**src/rtl/spi_reg_bridge_if.sv**
```systemverilog
// SPI pin bundle plus register-bus signals between spi_reg_bridge and its register file.
// wre is a single-cycle write strobe qualified by addr/din in the same cycle; rdata is combinational from addr.
`timescale 1ns/1ps
interface spi_reg_bridge_if;
    logic       spi_clk;
    logic       spi_csb;
    logic       spi_mosi;
    logic       spi_miso;
    logic       spi_miso_oe;
    logic       wre;
    logic [7:0] addr;
    logic [7:0] din;
    logic [7:0] rdata;
    logic       frame_err;
    logic [2:0] dbg_state;

    modport slave (
        input  spi_clk, spi_csb, spi_mosi, rdata,
        output spi_miso, spi_miso_oe, wre, addr, din, frame_err, dbg_state
    );

    modport master (
        output spi_clk, spi_csb, spi_mosi, rdata,
        input  spi_miso, spi_miso_oe, wre, addr, din, frame_err, dbg_state
    );
endinterface

```
**src/rtl/spi_reg_bridge.sv**
```systemverilog
// SPI mode-0 slave that turns 16-bit frames {rw, a[6:0], data} into register writes and reads.
// All SPI pins are oversampled on sclk; spi_clk edges become one-cycle rise/fall strobes.
`timescale 1ns/1ps
module spi_reg_bridge #(
    parameter int REGCOUNT    = 14,
    parameter int SYNC_STAGES = 2
) (
    input  logic              sclk,
    input  logic              rstn,
    spi_reg_bridge_if.slave   bus
);

    typedef enum logic [2:0] {
        IDLE   = 3'd0,
        CMD    = 3'd1,
        WDATA  = 3'd2,
        WRITE  = 3'd3,
        RDLOAD = 3'd4,
        RDATA  = 3'd5,
        DONE   = 3'd6
    } state_t;

    localparam logic [7:0] REG_LIM = 8'(REGCOUNT);

    logic [SYNC_STAGES-1:0] r_clk_sync;
    logic [SYNC_STAGES-1:0] r_csb_sync;
    logic [SYNC_STAGES-1:0] r_mosi_sync;
    logic                   r_clk_d;

    state_t      r_state;
    state_t      w_next;
    logic        w_abort;
    logic [4:0]  r_bitcnt;
    logic [6:0]  r_shift;
    logic [7:0]  r_addr;
    logic [7:0]  r_din;
    logic [7:0]  r_tx;
    logic        r_miso;
    logic        r_ferr;

    logic w_clk_s;
    logic w_csb;
    logic w_mosi;
    logic w_rise;
    logic w_fall;
    logic w_in_range;

    // Reset parks the synchronizers in the idle-bus condition: csb high, clock and data low.
    always_ff @(posedge sclk or negedge rstn) begin
        if (!rstn) begin
            r_clk_sync  <= '0;
            r_csb_sync  <= '1;
            r_mosi_sync <= '0;
            r_clk_d     <= 1'b0;
        end else begin
            r_clk_sync[0]  <= bus.spi_clk;
            r_csb_sync[0]  <= bus.spi_csb;
            r_mosi_sync[0] <= bus.spi_mosi;
            for (int i = 1; i < SYNC_STAGES; i++) begin
                r_clk_sync[i]  <= r_clk_sync[i-1];
                r_csb_sync[i]  <= r_csb_sync[i-1];
                r_mosi_sync[i] <= r_mosi_sync[i-1];
            end
            r_clk_d <= w_clk_s;
        end
    end

    assign w_clk_s    = r_clk_sync[SYNC_STAGES-1];
    assign w_csb      = r_csb_sync[SYNC_STAGES-1];
    assign w_mosi     = r_mosi_sync[SYNC_STAGES-1];
    assign w_rise     = w_clk_s & ~r_clk_d;
    assign w_fall     = ~w_clk_s & r_clk_d;
    assign w_in_range = (r_addr < REG_LIM);

    always_ff @(posedge sclk or negedge rstn) begin
        if (!rstn) r_state <= IDLE;
        else       r_state <= w_next;
    end

    // A 16th rise completing a frame wins over csb going high in the same cycle.
    always_comb begin
        w_next  = r_state;
        w_abort = 1'b0;
        case (r_state)
            IDLE:    if (!w_csb) w_next = CMD;
            CMD: begin
                if (w_csb) begin
                    w_next  = IDLE;
                    w_abort = 1'b1;
                end else if (w_rise && r_bitcnt == 5'd7) begin
                    w_next = r_shift[6] ? RDLOAD : WDATA;
                end
            end
            WDATA: begin
                if (w_rise && r_bitcnt == 5'd15) begin
                    w_next = WRITE;
                end else if (w_csb) begin
                    w_next  = IDLE;
                    w_abort = 1'b1;
                end
            end
            WRITE:   w_next = DONE;
            RDLOAD: begin
                if (w_csb) begin
                    w_next  = IDLE;
                    w_abort = 1'b1;
                end else begin
                    w_next = RDATA;
                end
            end
            RDATA: begin
                if (w_rise && r_bitcnt == 5'd15) begin
                    w_next = DONE;
                end else if (w_csb) begin
                    w_next  = IDLE;
                    w_abort = 1'b1;
                end
            end
            DONE:    if (w_csb) w_next = IDLE;
            default: w_next = IDLE;
        endcase
    end

    always_ff @(posedge sclk or negedge rstn) begin
        if (!rstn) begin
            r_bitcnt <= 5'd0;
            r_shift  <= 7'd0;
            r_addr   <= 8'h00;
            r_din    <= 8'h00;
            r_tx     <= 8'h00;
            r_miso   <= 1'b0;
            r_ferr   <= 1'b0;
        end else begin
            r_ferr <= w_abort;
            case (r_state)
                IDLE: if (!w_csb) r_bitcnt <= 5'd0;
                CMD: begin
                    if (w_rise && !w_abort) begin
                        r_shift  <= {r_shift[5:0], w_mosi};
                        r_bitcnt <= r_bitcnt + 5'd1;
                        if (r_bitcnt == 5'd7) r_addr <= {1'b0, r_shift[5:0], w_mosi};
                    end
                end
                WDATA: begin
                    if (w_rise && !w_abort) begin
                        r_shift  <= {r_shift[5:0], w_mosi};
                        r_bitcnt <= r_bitcnt + 5'd1;
                        if (r_bitcnt == 5'd15) r_din <= {r_shift, w_mosi};
                    end
                end
                RDLOAD: begin
                    r_tx   <= w_in_range ? bus.rdata : 8'h00;
                    r_miso <= 1'b0;
                end
                RDATA: begin
                    if (w_rise) r_bitcnt <= r_bitcnt + 5'd1;
                    // The 8th fall presents the MSB; every later fall advances one bit.
                    if (w_fall) begin
                        if (r_bitcnt == 5'd8) begin
                            r_miso <= r_tx[7];
                        end else if (r_bitcnt > 5'd8) begin
                            r_tx   <= {r_tx[6:0], 1'b0};
                            r_miso <= r_tx[6];
                        end
                    end
                end
                default: ;
            endcase
        end
    end

    assign bus.wre         = (r_state == WRITE) && w_in_range;
    assign bus.addr        = r_addr;
    assign bus.din         = r_din;
    assign bus.spi_miso    = (r_state == RDATA) && r_miso;
    assign bus.spi_miso_oe = (r_state == RDATA);
    assign bus.frame_err   = r_ferr;
    assign bus.dbg_state   = r_state;

endmodule

```
**src/flat_wrapper.sv**
```systemverilog
// flat-port wrapper written by rule: the top's interface ports become plain ports
module spi_reg_bridge_flat 
#(
    parameter int REGCOUNT    = 14,
    parameter int SYNC_STAGES = 2
)
  (sclk, rstn, bus_spi_clk, bus_spi_csb, bus_spi_mosi, bus_rdata, bus_spi_miso, bus_spi_miso_oe, bus_wre, bus_addr, bus_din, bus_frame_err, bus_dbg_state);
  spi_reg_bridge_if bus_i ();
  input  logic sclk;
  input  logic rstn;
  input wire logic [$bits(bus_i.spi_clk)-1:0] bus_spi_clk;
  input wire logic [$bits(bus_i.spi_csb)-1:0] bus_spi_csb;
  input wire logic [$bits(bus_i.spi_mosi)-1:0] bus_spi_mosi;
  input wire logic [$bits(bus_i.rdata)-1:0] bus_rdata;
  output wire logic [$bits(bus_i.spi_miso)-1:0] bus_spi_miso;
  output wire logic [$bits(bus_i.spi_miso_oe)-1:0] bus_spi_miso_oe;
  output wire logic [$bits(bus_i.wre)-1:0] bus_wre;
  output wire logic [$bits(bus_i.addr)-1:0] bus_addr;
  output wire logic [$bits(bus_i.din)-1:0] bus_din;
  output wire logic [$bits(bus_i.frame_err)-1:0] bus_frame_err;
  output wire logic [$bits(bus_i.dbg_state)-1:0] bus_dbg_state;
  assign bus_i.spi_clk = bus_spi_clk;
  assign bus_i.spi_csb = bus_spi_csb;
  assign bus_i.spi_mosi = bus_spi_mosi;
  assign bus_i.rdata = bus_rdata;
  assign bus_spi_miso = bus_i.spi_miso;
  assign bus_spi_miso_oe = bus_i.spi_miso_oe;
  assign bus_wre = bus_i.wre;
  assign bus_addr = bus_i.addr;
  assign bus_din = bus_i.din;
  assign bus_frame_err = bus_i.frame_err;
  assign bus_dbg_state = bus_i.dbg_state;
  spi_reg_bridge #(.REGCOUNT(REGCOUNT), .SYNC_STAGES(SYNC_STAGES)) u_core (.sclk(sclk), .rstn(rstn), .bus(bus_i));
endmodule
```
**config.mk**
```make
export PLATFORM = sky130hd
export DESIGN_NAME = spi_reg_bridge_flat
export DESIGN_NICKNAME = d
export VERILOG_FILES = /design/src/rtl/spi_reg_bridge_if.sv /design/src/rtl/spi_reg_bridge.sv /design/src/flat_wrapper.sv
export SDC_FILE = /design/constraint.sdc
export NUM_CORES = 1
export LEC_CHECK = 0
export CORE_ASPECT_RATIO = 1.5
export CORE_MARGIN = 3
export CORE_UTILIZATION = 25
export DETAILED_ROUTE_END_ITERATION = 7
export HOLD_SLACK_MARGIN = 0.1
export PLACE_DENSITY = 0.55
export SLEW_MARGIN = 20
export SYNTH_ARGS = -nofsm -noshare
export SYNTH_HDL_FRONTEND = slang
export SYNTH_SLANG_ARGS = --single-unit
```
**constraint.sdc**
```tcl
create_clock -name sclk -period 2 [get_ports sclk]
set_clock_uncertainty 0.15 [all_clocks]
set_input_delay 0.2 -clock sclk [delete_from_list [all_inputs] [get_ports sclk]]
set_output_delay 0.2 -clock sclk [all_outputs]
set_load 0.02 [all_outputs]
```
==> reports/qor.csv <==
metric;value;unit
DR vias;1675;
Data required, critical path;2.02;ns
clock-pin slew on the worst setup and hold paths;0.06;ns
worst skew pair latency;0.28;ns
Setup Slack @ Placement;-0.00595;ns
Iter 0 DRT Violations;71;
total CTS buffers;5;
final setup violating endpoints;0;
critical path arrival;2.00;ns
Starting Density;25.9;%
Pleak;0.00140;uW
# IOs;36;
vias in the first global route;1732;
ys flop type;dfrtp_1;
async set-or-reset flop fraction in the synthesized netlist;100;%
Sw Share;31.9;%
DR WL/cell;14.4;um
top cell type's share of synthesized area;48.9;%
crit path time final;1.98;ns
Area growth syn-to-layout;32.4;%
maximum vdd drop;0.000451;V
critical path class;reg2reg;
Final Max Tran Viols;0;
count of cell types in the netlist;47;
slack of the worst reg-to-reg path;0.02;ns
syn_nets;213;
total negative slack;0;ns
Hold EP;u_core.r_csb_sync[0];
RR Startpoint;u_core.r_bitcnt[1];
initial antenna violation count;0;
n_diodes;0;
Worst Setup End Kind;flip-flop;
combinational share of power;34.5;%
PD cells;1040;mW/mm^2
hpwl dp;3870;um
unrepaired setup endpoints after global routing;yes;
GRT overflow;0;
CTS tree;built;
largest net degree at the start of global routing;21;
Final GP Congestion;0.815;
Final Hold Viols;0;
htree depth;2;
number of flops mapped to enable cells by yosys;0;
die height;124;um
count of standard-cell rows;42;
Post-Syn Area;0.00230;mm^2
Max Cap Viol;0;
GRT Total Usage;10.3;%
Total Wirelength;5200;um
global-route wire length before repair;8440;um
most area-hungry cell type in the Yosys netlist;dfrtp_1;
Crit Path Max Fanout;4;
Final Cycle Share;99.1;%
Gate Count Post-Synth;197;
RR Endpoint;u_core.r_bitcnt[0];
fmax;0.505;GHz
Die X;84.4;um
final setup margin;0.0185;ns
Min-Delay Path Depth;1;
die area;0.0104;mm^2
total core area;0.00888;mm^2
DR pass1 iterations;2;
Area contributors post-synth;dfrtp_1 49%, mux2_2 14%, nand2_1 3.6%;
Avg Inst Size Synth;11.7;um^2
Antenna Violating Nets Remaining;0;
layout cells sized above 1;30.6;%
TritonCTS sink count;47;
Worst Min Path Start;bus_spi_csb;
Port Buffer Count;34;
sequential fraction of the synthesis area;51.2;%
Avg Vias per Cell;4.63;
Worst Hold Class;in2reg;
hold slack;0.166;ns
# nets final;267;
warning count from the yosys run;0;
internal power;2170;uW
clock buffer depth;2;
DR DRC count;0;
CP startpoint kind;flip-flop;
clock share of power;25.3;%
clock root buffer;clkbuf_16;
register share of total power;40.3;%
synthesized flop and latch total;47;
switching pwr;1010;uW
status;finished clean;
R2R cell count;7;
==> kinds of logic (layout without fill, tap and decap cells) <==
family	Yosys count	in the layout	share of synthesized area (%)
and+or+nand+nor	57	57	13.8
xor gates and xnor gates	2	2	0.761
adders and majority gates	3	3	1.63
muxes	37	37	18.5
buffers and inverters	16	71	3.80
AOI/OAI and AO/OA	34	34	10.2
DFF	47	47	51.2
other	1	1	0.163
==> power groups by stage <==
stage          sequential [uW]  combinational [uW]  clock (uW)
2_1_floorplan             1300                 685           0
3_3_place_gp              1290                1050           0
3_5_place_dp              1300                1070           0
4_1_cts                   1280                1070         825
5_1_grt                   1310                1190         863
6_report                  1280                1100         804
==> sequential cells by signal (all words and copies together) (netlist names) <==
signal                cells
u_core.bus.din            8
u_core.r_shift            7
u_core.r_mosi_sync        2
u_core.bus.frame_err      1
u_core.r_tx               8
u_core.r_csb_sync         2
u_core.bus.addr           7
u_core.r_miso             1
u_core.r_clk_sync         2
u_core.r_bitcnt           5
u_core.bus.dbg_state      3
u_core.r_clk_d            1
==> critical path, cell delays in order (launching register included) <==
cell and delay, ns:
dfrtp_1 0.40, ha_2 0.20, and3_4 0.18, ha_4 0.16, nand2_4 0.06, o221ai_2 0.13, a21oi_2 0.26, mux2_4 0.32
==> cell usage in the layout, fill, tap and decap left out, types with 3 or more instances in the layout <==
cell type,n
dfrtp_1,45
clkdlybuf4s50_1,30
mux2_2,26
buf_4,21
nand2_1,20
o21ai_0,11
nor2_1,9
inv_1,6
mux2_4,6
mux2i_1,5
a21oi_1,5
clkbuf_16,5
nand3_1,3
nor3_1,3
nor2b_1,3
o22ai_1,3
a31oi_1,3
clkbuf_1,3
==> through the flow <==
stage                     util (%)  total power (uW)  std cells  cell area, um^2
after global placement        32.2              2350        351             2860
after detailed placement      32.2              2370        351             2860
after floorplan                  -              1990        197             2310
after CTS                     33.9              3180        360             3010
after global routing          34.3              3360        362             3050
final                         34.3              3180        362             3050
==> worst max path at each step <==
stage	startpoint	slack, ns	to	cells after the start
floorplan	u_core.r_bitcnt[0]	-0.003	u_core.r_bitcnt[0]	7
global placement	u_core.r_bitcnt[0]	0.02	u_core.r_shift[0]	7
detailed placement	u_core.r_bitcnt[0]	-0.006	u_core.r_shift[1]	7
CTS	u_core.r_bitcnt[1]	-0.00004	u_core.r_bitcnt[0]	7
global route	u_core.r_bitcnt[1]	-0.04	u_core.r_bitcnt[1]	8
finish	u_core.r_bitcnt[1]	0.02	u_core.r_bitcnt[0]	7
==> metal layers <==
layer	vias up	share of wire, %	global-route usage, %
li1	800	-	-
met1	830	40	11.5
met2	32	53	18.0
met3	13	2.3	1.73
met4	0	4.0	6.34
met5	-	0	0
==> what timing repair did <==
item,4_1_cts,5_1_grt
buffers inserted,0,2
endpoints found under the setup margin,11,15
resized for setup,4,8
endpoints found under the hold margin,18,0
pin swaps,0,4
hold buffers,1,0
==> cell type report <==
type / instances / area (um^2)
tap: 110 / 138
fill: 899 / 5830
sequential: 47 / 1180
timing repair buffer: 56 / 495
inverter: 7 / 26.3
clock buffer: 8 / 136
multi-input combinational: 134 / 1070
==> synth_stat cells, drive strengths merged (2+ instances only) <==
library cell,instances
a21o,2
a21oi,6
a31oi,3
and2,2
buf,8
dfrtp,45
dfstp,2
ha,3
inv,7
mux2,32
mux2i,5
nand2,22
nand2b,2
nand3,4
nand3b,2
nor2,9
nor2b,4
nor3,4
o21ai,11
o221ai,2
o22ai,3
o2bb2ai,3
or2,2
xnor2,2
Note: power is estimated with default switching activity, not from simulation.
